$ cat src/rtl/seven_segment_scan_ctrl_if.sv
// Scanner bus: producer-side scan controls and decoder-side display outputs.
interface seven_segment_scan_ctrl_if #(
    parameter int NUM_DIGITS = 4
);
    logic                    enable;
    logic                    load;
    logic [4*NUM_DIGITS-1:0] value;
    logic [3:0]              bcd_out;
    logic [NUM_DIGITS-1:0]   digit_en;
    logic                    pending;
    logic                    frame_start;

    modport master (
        output enable, load, value,
        input  bcd_out, digit_en, pending, frame_start
    );

    modport slave (
        input  enable, load, value,
        output bcd_out, digit_en, pending, frame_start
    );
endinterface

$ cat src/rtl/seven_segment_scan_ctrl.sv
// Time-multiplexed seven-segment scanner with blanking gaps and tear-free frame commits.
// Optional leading-zero blanking is enabled by defining LEADING_ZERO_BLANK_EN.
module seven_segment_scan_ctrl #(
    parameter int NUM_DIGITS  = 4,
    parameter int REFRESH_DIV = 1000
) (
    input  logic                         clk,
    input  logic                         rst_n,
    seven_segment_scan_ctrl_if.slave     bus
);
    localparam int CNT_W = $clog2(REFRESH_DIV + 1);
    localparam int IDX_W = $clog2(NUM_DIGITS);
    localparam logic [CNT_W-1:0] DWELL_LAST = CNT_W'(REFRESH_DIV - 1);
    localparam logic [IDX_W-1:0] IDX_LAST   = IDX_W'(NUM_DIGITS - 1);

    typedef enum logic [1:0] {S_OFF, S_GAP, S_SHOW} state_t;

    state_t                      state, state_nx;
    logic [NUM_DIGITS-1:0][3:0]  pend_val, disp_val, disp_nx;
    logic [NUM_DIGITS-1:0]       blank_mask, mask_nx;
    logic [IDX_W-1:0]            idx, idx_nx;
    logic [CNT_W-1:0]            dwell, dwell_nx;
    logic                        pend_flag, commit;
    logic [NUM_DIGITS-1:0]       digit_sel, digit_nx;
    logic [3:0]                  bcd_nib, bcd_nx;
    logic                        frame_pulse;

`ifdef LEADING_ZERO_BLANK_EN
    // Blank zeros from the top digit down until the first nonzero; digit 0 always shows.
    function automatic logic [NUM_DIGITS-1:0] leading_blank(
        input logic [NUM_DIGITS-1:1][3:0] v
    );
        logic [NUM_DIGITS-1:0] m;
        logic                  run;
        m   = '0;
        run = 1'b1;
        for (int d = NUM_DIGITS - 1; d >= 1; d--) begin
            run  = run & (v[d] == 4'h0);
            m[d] = run;
        end
        return m;
    endfunction
`endif

    always_comb begin
        commit  = (state == S_GAP) && (idx == '0) && pend_flag;
        disp_nx = commit ? pend_val : disp_val;
`ifdef LEADING_ZERO_BLANK_EN
        mask_nx = commit ? leading_blank(pend_val[NUM_DIGITS-1:1]) : blank_mask;
`else
        mask_nx = blank_mask;
`endif

        state_nx = state;
        idx_nx   = idx;
        dwell_nx = dwell;
        if (!bus.enable) begin
            state_nx = S_OFF;
            idx_nx   = '0;
            dwell_nx = '0;
        end else begin
            case (state)
                S_OFF: begin
                    state_nx = S_GAP;
                    idx_nx   = '0;
                    dwell_nx = '0;
                end
                S_GAP: begin
                    state_nx = S_SHOW;
                    dwell_nx = '0;
                end
                S_SHOW: begin
                    if (dwell == DWELL_LAST) begin
                        state_nx = S_GAP;
                        dwell_nx = '0;
                        idx_nx   = (idx == IDX_LAST) ? '0 : idx + 1'b1;
                    end else begin
                        dwell_nx = dwell + 1'b1;
                    end
                end
                default: begin
                    state_nx = S_OFF;
                    idx_nx   = '0;
                    dwell_nx = '0;
                end
            endcase
        end

        // Outputs are computed for the state being entered so they appear with it.
        digit_nx = '0;
        bcd_nx   = 4'hF;
        if (state_nx == S_SHOW) begin
            digit_nx = NUM_DIGITS'(1) << idx_nx;
            if (!mask_nx[idx_nx])
                bcd_nx = disp_nx[idx_nx];
        end
    end

    always_ff @(posedge clk or negedge rst_n) begin
        if (!rst_n) begin
            // Park dark so the first clocked cycle after release is the frame-start GAP.
            state       <= S_OFF;
            idx         <= '0;
            dwell       <= '0;
            pend_val    <= '0;
            disp_val    <= '0;
            blank_mask  <= '0;
            pend_flag   <= 1'b0;
            digit_sel   <= '0;
            bcd_nib     <= 4'hF;
            frame_pulse <= 1'b0;
        end else begin
            state       <= state_nx;
            idx         <= idx_nx;
            dwell       <= dwell_nx;
            disp_val    <= disp_nx;
            blank_mask  <= mask_nx;
            digit_sel   <= digit_nx;
            bcd_nib     <= bcd_nx;
            frame_pulse <= (state_nx == S_GAP) && (idx_nx == '0);
            if (bus.load) begin
                pend_val  <= bus.value;
                pend_flag <= 1'b1;
            end else if (commit) begin
                pend_flag <= 1'b0;
            end
        end
    end

    assign bus.digit_en    = digit_sel;
    assign bus.bcd_out     = bcd_nib;
    assign bus.pending     = pend_flag;
    assign bus.frame_start = frame_pulse;
endmodule

$ cat src/flat_wrapper.sv
// flat-port wrapper written by rule: the top's interface ports become plain ports
module seven_segment_scan_ctrl_flat 
#(
    parameter int NUM_DIGITS  = 4,
    parameter int REFRESH_DIV = 1000
)
  (clk, rst_n, bus_enable, bus_load, bus_value, bus_bcd_out, bus_digit_en, bus_pending, bus_frame_start);
  seven_segment_scan_ctrl_if #(.NUM_DIGITS(NUM_DIGITS)) bus_i ();
  input  logic clk;
  input  logic rst_n;
  input wire logic [$bits(bus_i.enable)-1:0] bus_enable;
  input wire logic [$bits(bus_i.load)-1:0] bus_load;
  input wire logic [$bits(bus_i.value)-1:0] bus_value;
  output wire logic [$bits(bus_i.bcd_out)-1:0] bus_bcd_out;
  output wire logic [$bits(bus_i.digit_en)-1:0] bus_digit_en;
  output wire logic [$bits(bus_i.pending)-1:0] bus_pending;
  output wire logic [$bits(bus_i.frame_start)-1:0] bus_frame_start;
  assign bus_i.enable = bus_enable;
  assign bus_i.load = bus_load;
  assign bus_i.value = bus_value;
  assign bus_bcd_out = bus_i.bcd_out;
  assign bus_digit_en = bus_i.digit_en;
  assign bus_pending = bus_i.pending;
  assign bus_frame_start = bus_i.frame_start;
  seven_segment_scan_ctrl #(.NUM_DIGITS(NUM_DIGITS), .REFRESH_DIV(REFRESH_DIV)) u_core (.clk(clk), .rst_n(rst_n), .bus(bus_i));
endmodule
$ cat config.mk
export PLATFORM = sky130hd
export DESIGN_NAME = seven_segment_scan_ctrl_flat
export DESIGN_NICKNAME = d
export VERILOG_FILES = /design/src/rtl/seven_segment_scan_ctrl_if.sv /design/src/rtl/seven_segment_scan_ctrl.sv /design/src/flat_wrapper.sv
export SDC_FILE = /design/constraint.sdc
export NUM_CORES = 1
export LEC_CHECK = 0
export BUFFER_PORTS_ARGS = -buffer_cell sky130_fd_sc_hd__buf_2
export CELL_PAD_IN_SITES_DETAIL_PLACEMENT = 1
export CELL_PAD_IN_SITES_GLOBAL_PLACEMENT = 2
export CORE_AREA = 3 3 74 90
export CTS_BUF_LIST = sky130_fd_sc_hd__clkbuf_16
export DETAILED_ROUTE_END_ITERATION = 6
export DIE_AREA = 0 0 77 93
export GPL_TIMING_DRIVEN = 0
export MAX_ROUTING_LAYER = met4
export PLACE_DENSITY_LB_ADDON = 0.1
export SETUP_SLACK_MARGIN = 0.05
export SLEW_MARGIN = 20
export SYNTH_ARGS = -nofsm -noshare
export SYNTH_HDL_FRONTEND = slang
export SYNTH_SLANG_ARGS = --single-unit
export TNS_END_PERCENT = 100
$ cat constraint.sdc
create_clock -name clk -period 5.3 [get_ports clk]
set_input_delay 1.06 -clock clk [delete_from_list [all_inputs] [get_ports clk]]
set_output_delay 1.06 -clock clk [all_outputs]
set_load 0.1 [all_outputs]
==> summary.txt, run 1 <==
Outcome
  • Outcome: complete, no violations

Final layout
  • Final core utilization: 47.4%
  • Final instance area: 0.00281 mm²
  • Area grow syn2layout: 15.8%
  • Net count reported at finish: 255
  • Layout fillers: 654
  • N_diodes: 0
  • Fraction of layout cells with a size suffix above 1: 30.1%

Power and ir drop
  • PD cells: 450 mW/mm²
  • Worst VDD drop: 0.204 mV
  • Switching share of power: 34.3%
  • Internal power: 832 µW
  • Lkg Pwr: 1.31 nW
  • Clock network power share: 25.0%
  • Sequential Power Share: 44.4%
  • P_sw: 434 µW
  • Logic pwr share: 30.6%

Global route
  • GRT Total Usage: 16.4%
  • Initial antenna violation count: 0
  • Largest net degree at the start of global routing: 57
  • Aggregate global routing overflow: 0
  • First-pass GRT wire length: 8950 µm
  • Vias in the first global route: 1,823

Timing
  • Setup-failing EPs final: 0
  • Clock skew: 0.00494 ns
  • RSZ-0062 raised after global routing: false
  • Setup TNS: 0 ns
  • Max transition margin: 53.2%
  • Slew at the pin closest to its max-slew limit: 0.703 ns
  • Hold Vio Cnt, Final: 0
  • Setup WS post-layout: 2.69 ns
  • Final Max Tran Viols: 0
  • Share of the clock period used by the worst path: 49.2%
  • Fmax achieved: 383 MHz
  • Tmin final: 2.61 ns
  • Hold WS: 0.483 ns

Synth
  • Top cell type's share of synthesized area: 53.6%
  • Post-synth net total: 220
  • Synth area leader: dfrtp_1
  • Synth Area in Compound Gates: 6.44%
  • Yosys cell types: 39
  • EDFF count, synth: 0
  • Simple-Gate Fraction of Synth Area: 10.5%
  • Syn Inst Count: 193
  • Avg Inst Size Synth: 12.6 µm²
  • Yosys warns: 0
  • Area of the mapped netlist: 0.00243 mm²
  • Post-synth top flop: dfrtp_1
  • Most frequent cell after synthesis: dfrtp_1
  • Most frequent cells after synthesis: 52 x dfrtp_1, 26 x mux2_2, 19 x nor2_1
  • Adder-cell share of the synthesized area: 3.61%
  • Flops & latches, synth: 56
  • Async SR Flop Fraction: 100%
  • Largest family of logic cells by synthesized area: multiplexers
  • Top post-synthesis cells by area: dfrtp_1 54%, mux2_2 12%, dfstp_2 4.3%
  • Proportion of synthesized area in mux cells: 15.8%
  • Fraction of synthesized cell area in xor and xnor cells: 2.52%
  • Register area share after synthesis: 57.9%

Worst setup path
  • Critical path class: register to register
  • Startpoint Class: register
  • Worst Path Max Fanout: 8
  • Buf/Inv on CP: 1
  • CP Cell Sequence: inv_1, ha_1, or3b_2, nor4_1, a311oi_4, a21oi_1, o221ai_1
  • Reg2reg start: u_core.state[0]
  • Critical Path Start: u_core.state[0]
  • Top delay family on crit path: simple AND/OR/NAND/NOR gates
  • Critical Path RT: 5.50 ns
  • Crit-path max cell delay: 0.47 ns
  • CP endpoint kind: register
  • Slowest stage cell on the critical path: or3b_2
  • CP Data Arrival Time: 2.81 ns

Route
  • Via/cell ratio: 4.95
  • Final wirelength: 5090 µm
  • Remaining antenna violation count: 0
  • DR DRC count: 0
  • Wirelength per Cell: 16.4 µm
  • DRT Pass-1 Iters: 3
  • Vias: 1,539
  • DRT iter0 DRCs: 30

Placed design
  • Dpl hpwl: 3740 µm
  • RePlAce Congestion: 0.748
  • Pre-CTS WS: 2.66 ns
  • Buffers on Ports: 28
  • Cell Area, Placed: 0.00267 mm²

Clocking
  • Max Root-Sink Buffers: 2
  • CTS tree: done
  • # H-tree levels: 2
  • Clk sink count: 56
  • Setup Fix Bufs, Post-CTS: 0
  • Clk root buf: clkbuf_16
  • Hold-fix buffers, CTS: 0
  • TritonCTS Buffers: 5
  • Worst-skew pair later-pin latency: 0.29 ns
  • Clock transition at path regs: 0.07 ns
  • Post_cts resized: 0

Floorplan
  • Die W: 77 µm
  • Cell Rows: 31
  • Die ar.: 0.00716 mm²
  • Initial core utilization: 40.9%
  • CORE AREA: 0.00593 mm²
  • I/O pins: 30
  • Die Ht: 93 µm

Run
  • Max Cap Viol: 0

Min path
  • Hold WC Path Type: register to register
  • Hold_sp: u_core.dwell[0]
power by group through the flow:
| stage | registers (mW) | logic, mW | clock network [mW] |
|---|---|---|---|
| 3_3_place_gp | 0.564 | 0.378 | 0 |
| 3_5_place_dp | 0.571 | 0.393 | 0 |
| 6_report | 0.562 | 0.387 | 0.317 |
| 5_1_grt | 0.573 | 0.423 | 0.344 |
| 4_1_cts | 0.564 | 0.395 | 0.327 |
| 2_1_floorplan | 0.658 | 0.207 | 0 |
flip-flops by register name, indices dropped and copies added (netlist names):
signal,flops
u_core.bus.pending,1
u_core.idx,2
u_core.state,2
u_core.disp_val,16
u_core.bus.bcd_out,4
u_core.bus.frame_start,1
u_core.pend_val,16
u_core.bus.digit_en,4
u_core.dwell,10
per-layer routing:
layer / part of all wire [%] / global-route usage (%) / wire (µm) / vias to the layer above
met5: 0 / - / 0 / -
met3: 2.6 / 2.50 / 131 / 9
met4: 2.1 / 6.08 / 106 / 0
li1: - / - / - / 731
met1: 40 / 18.6 / 2050 / 775
met2: 55 / 29.3 / 2810 / 24
path summary, 6_finish.rpt:
kind                                              end  slack (ns)  cells past startpoint
max in group asynchronous          u_core.pend_val[1]        4.02                      1
worst max register to register  u_core.bus.bcd_out[0]        2.69                      7
min in group asynchronous             u_core.dwell[4]        0.82                      1
worst min-delay path                  u_core.dwell[0]        0.48                      1
worst max-delay path            u_core.bus.bcd_out[0]        2.69                      7
worst min register to register        u_core.dwell[0]        0.48                      1
cell type report:
cell class | instances | area (µm²) | share of cell area (%)
Clock inverter | 3 | 12.5 | 0.445
Buffer | 5 | 27.5 | 0.979
Timing Repair Buffer | 28 | 143 | 5.07
Clock buffer | 5 | 125 | 4.45
Inverter | 14 | 52.6 | 1.87
Tap cell | 82 | 103 | 3.65
Sequential cell | 56 | 1410 | 50.0
Multi-Input combinational cell | 118 | 942 | 33.5
worst reg2reg max path, stage by stage, from the launching register on:
cell and delay [ns]:
dfrtp_1 0.43, inv_1 0.13, ha_1 0.33, or3b_2 0.47
nor4_1 0.37, a311oi_4 0.14, a21oi_1 0.47, o221ai_1 0.18
placed cells by master, fill, tap and decap left out, types with 2 or more instances in the layout:
cell type / count
buf_2: 28
nor2_1: 19
o211ai_1: 3
mux2i_1: 9
a21o_1: 2
a21oi_1: 3
clkbuf_16: 5
nand3_1: 6
dfstp_2: 4
xnor2_1: 3
and2_1: 3
clkbuf_1: 3
nand2_1: 8
ha_1: 7
or3_1: 2
nor4_1: 2
inv_1: 16
o32a_1: 2
mux2_2: 26
nor2b_1: 2
xor2_1: 4
dfrtp_1: 52
logic make-up (layout without fill, tap and decap cells):
family | after synthesis | count (layout)
AO/OA/AOI/OAI | 18 | 18
XOR/XNOR | 7 | 7
adder cells (fa/ha/maj) | 7 | 7
buffers and inverters | 19 | 55
flip-flops | 56 | 56
multiplexers | 35 | 35
AND/OR/NAND/NOR | 51 | 51
metrics by stage:
| step | power (mW) | instances |
|---|---|---|
| final | 1.27 | 311 |
| after global routing | 1.34 | 311 |
| after CTS | 1.29 | 311 |
| after detailed placement | 0.964 | 303 |
| after global placement | 0.942 | 303 |
| after floorplan | 0.865 | 193 |
Power figures use the tool's default switching activity.
==> run 2: changes to the inputs <==
--- a/config.mk
+++ b/config.mk
@@ -8,10 +8,10 @@
 export BUFFER_PORTS_ARGS = -buffer_cell sky130_fd_sc_hd__buf_2
 export CELL_PAD_IN_SITES_DETAIL_PLACEMENT = 1
 export CELL_PAD_IN_SITES_GLOBAL_PLACEMENT = 2
-export CORE_AREA = 3 3 74 90
+export CORE_AREA = 3 3 81 98
 export CTS_BUF_LIST = sky130_fd_sc_hd__clkbuf_16
 export DETAILED_ROUTE_END_ITERATION = 6
-export DIE_AREA = 0 0 77 93
+export DIE_AREA = 0 0 84 101
 export GPL_TIMING_DRIVEN = 0
 export MAX_ROUTING_LAYER = met4
 export PLACE_DENSITY_LB_ADDON = 0.1
==> constraint.sdc (replaced) <==
create_clock -name clk -period 2.1 [get_ports clk]
set_input_delay 0.42 -clock clk [delete_from_list [all_inputs] [get_ports clk]]
set_output_delay 0.42 -clock clk [all_outputs]
set_load 0.1 [all_outputs]
==> run 2 against run 1 <==
The run now ends with negative setup slack left. Core utilization decreased by 4.1 points. Clock skew fell by 0.0013 ns. Critical path depth unchanged. Final cell count up 8.0%. Cell area up 11%. Sequential power grew to 2.5 times the previous value. Register-to-register slack lost 2.8 ns. Count of clock-buffer cells in the layout did not move. Fmax increased by 18%.
==> summary.txt, run 2 (synthesized netlist as in run 1, its figures left out) <==
Floorplan
  • I/O pins: 30
  • Cell Rows: 34
  • Initial core utilization: 33.8%
  • CORE AREA: 0.00719 mm²
  • Die ar.: 0.00848 mm²
  • Die W: 84 µm
  • Die Ht: 101 µm

Placed design
  • Pre-CTS WS: -0.505 ns
  • Cell Area, Placed: 0.00270 mm²
  • Dpl hpwl: 3880 µm
  • RePlAce Congestion: 0.779
  • Buffers on Ports: 28

Route
  • Remaining antenna violation count: 0
  • DRT iter0 DRCs: 86
  • Via/cell ratio: 4.90
  • DRT Pass-1 Iters: 4
  • Final wirelength: 5380 µm
  • Vias: 1,646
  • DR DRC count: 0
  • Wirelength per Cell: 16.0 µm

Global route
  • Met1 Use GR: 14.8%
  • Met2 Track Usage GR: 26.0%
  • Top Usage Layer GRT: met2
  • Met3 Use GR: 2.70%
  • Largest net degree at the start of global routing: 57
  • Vias in the first global route: 1,761
  • GRT Total Usage: 13.9%
  • Aggregate global routing overflow: 0
  • Initial antenna violation count: 0
  • First-pass GRT wire length: 8930 µm

Timing
  • Setup WS post-layout: -0.109 ns
  • Slew at the pin closest to its max-slew limit: 0.704 ns
  • Final Max Tran Viols: 0
  • RSZ-0062 raised after global routing: true
  • Max transition margin: 53.1%
  • Hold Vio Cnt, Final: 0
  • Share of the clock period used by the worst path: 105%
  • Tmin final: 2.21 ns
  • Clock skew: 0.00364 ns
  • Fmax achieved: 453 MHz
  • Setup-failing EPs final: 4

Worst setup path
  • Top delay family on crit path: simple AND/OR/NAND/NOR gates
  • Crit path depth: 7
  • Critical Path RT: 2.30 ns
  • Buf/Inv on CP: 0
  • CP Cell Sequence: ha_4, nand3b_1, or3_4, a311oi_4, or3b_4, o32a_1, o211ai_1
  • Critical path class: register to register
  • CP Data Arrival Time: 2.41 ns
  • Crit-path max cell delay: 0.45 ns
  • Slowest stage cell on the critical path: or3b_4
  • CP endpoint kind: register
  • Worst reg-to-reg path cell count: 7
  • Worst Path Max Fanout: 4
  • Startpoint Class: register

Final layout
  • Most frequent cells in the layout: 49 x dfrtp_1, 27 x buf_2, 26 x mux2_2
  • Register area: 0.00141 mm²
  • Fraction of layout cells with a size suffix above 1: 43.5%
  • Layout fillers: 765
  • Most common cell after layout, fill and taps aside: dfrtp_1
  • N_diodes: 0
  • Area grow syn2layout: 28.1%
  • Largest registers: u_core.disp_val: 16 flops, u_core.pend_val: 16 flops, u_core.dwell: 10 flops
  • Net count reported at finish: 272
  • Final instance area: 0.00311 mm²
  • Area of the multi-input gates: 0.00106 mm²

Outcome
  • Failing checks: negative setup slack
  • Outcome: finished with violations

Clocking
  • TritonCTS Buffers: 5
  • # H-tree levels: 2
  • Clk root buf: clkbuf_16
  • Hold-fix buffers, CTS: 0
  • CTS tree: done
  • Clock transition at path regs: 0.07 ns
  • Clk sink count: 56
  • Max Root-Sink Buffers: 2
  • Worst-skew pair later-pin latency: 0.28 ns

Min path
  • Hold WC Path Type: primary input to async pin

Power and ir drop
  • Internal power: 2.29 mW
  • Logic pwr share: 31.9%
  • Lkg Pwr: 1.44 nW
  • Sequential Power Share: 41.6%
  • PD cells: 1090 mW/mm²
  • Worst VDD drop: 0.439 mV
  • Switching share of power: 32.8%
  • P_sw: 1.12 mW
  • Clock network power share: 26.5%
  • Design Power: 3.40 mW

Run
  • Max Cap Viol: 0
[run 2: timing repair]
action	in CTS	in global routing
pin swaps	7	6
gates resized for setup	17	12
setup endpoints to repair	21	9
setup buffers	13	5
[run 2: path summary, 6_finish.rpt]
check / end / from / slack [ns]
worst min-delay path: u_core.disp_val[2] / rst_n / 0.18
worst max register to register: u_core.bus.bcd_out[2] / u_core.dwell[1] / -0.11
worst max-delay path: u_core.bus.bcd_out[2] / u_core.dwell[1] / -0.11
max in group asynchronous: u_core.idx[1] / rst_n / 1.41
min in group clk: u_core.pend_val[11] / bus_value[11] / 0.36
worst min register to register: u_core.disp_val[11] / u_core.disp_val[11] / 0.49
[run 2: cell type report]
type,instances,share of cell area (%)
inverter,14,1.69
clock buffer,5,4.02
tap,90,3.62
buffer,4,0.845
timing repair buffer,46,9.05
multi-input combinational,118,34.2
sequential,56,45.3
clock inverter,3,1.21
[run 2: per-layer routing]
metal  up-vias  part of all wire, %
li1        771                    -
met1       844                   38
met2        25                   57
met3         6                  3.4
met4         0                  1.7
met5         -                    0
[run 2: worst register-to-register path, cell delays in order, from the launching register on]
cell and delay [ns]:
dfrtp_1 0.39, ha_4 0.16, nand3b_1 0.10, or3_4 0.42, a311oi_4 0.29, or3b_4 0.45
o32a_1 0.21, o211ai_1 0.12
[run 2: power groups by stage]
stage	Sequential (mW)	Combinational [mW]	Clock, mW
2_1_floorplan	1.66	0.522	0
3_3_place_gp	1.42	0.963	0
3_5_place_dp	1.44	1.00	0
4_1_cts	1.42	1.07	0.936
5_1_grt	1.44	1.19	0.985
6_report	1.42	1.08	0.902
[run 2: stage by stage]
stage | hold slack [ns] | cells | util [%] | TNS (ns)
6_report | 0.179 | 336 | 43.3 | -0.203
5_1_grt | 0.243 | 336 | 43.3 | -0.950
4_1_cts | 0.215 | 332 | 42.1 | -0.877
3_5_place_dp | 0.487 | 311 | 37.5 | -4.71
3_3_place_gp | 0.463 | 311 | 37.5 | -3.22
2_1_floorplan | 0.124 | 193 | - | -0.200
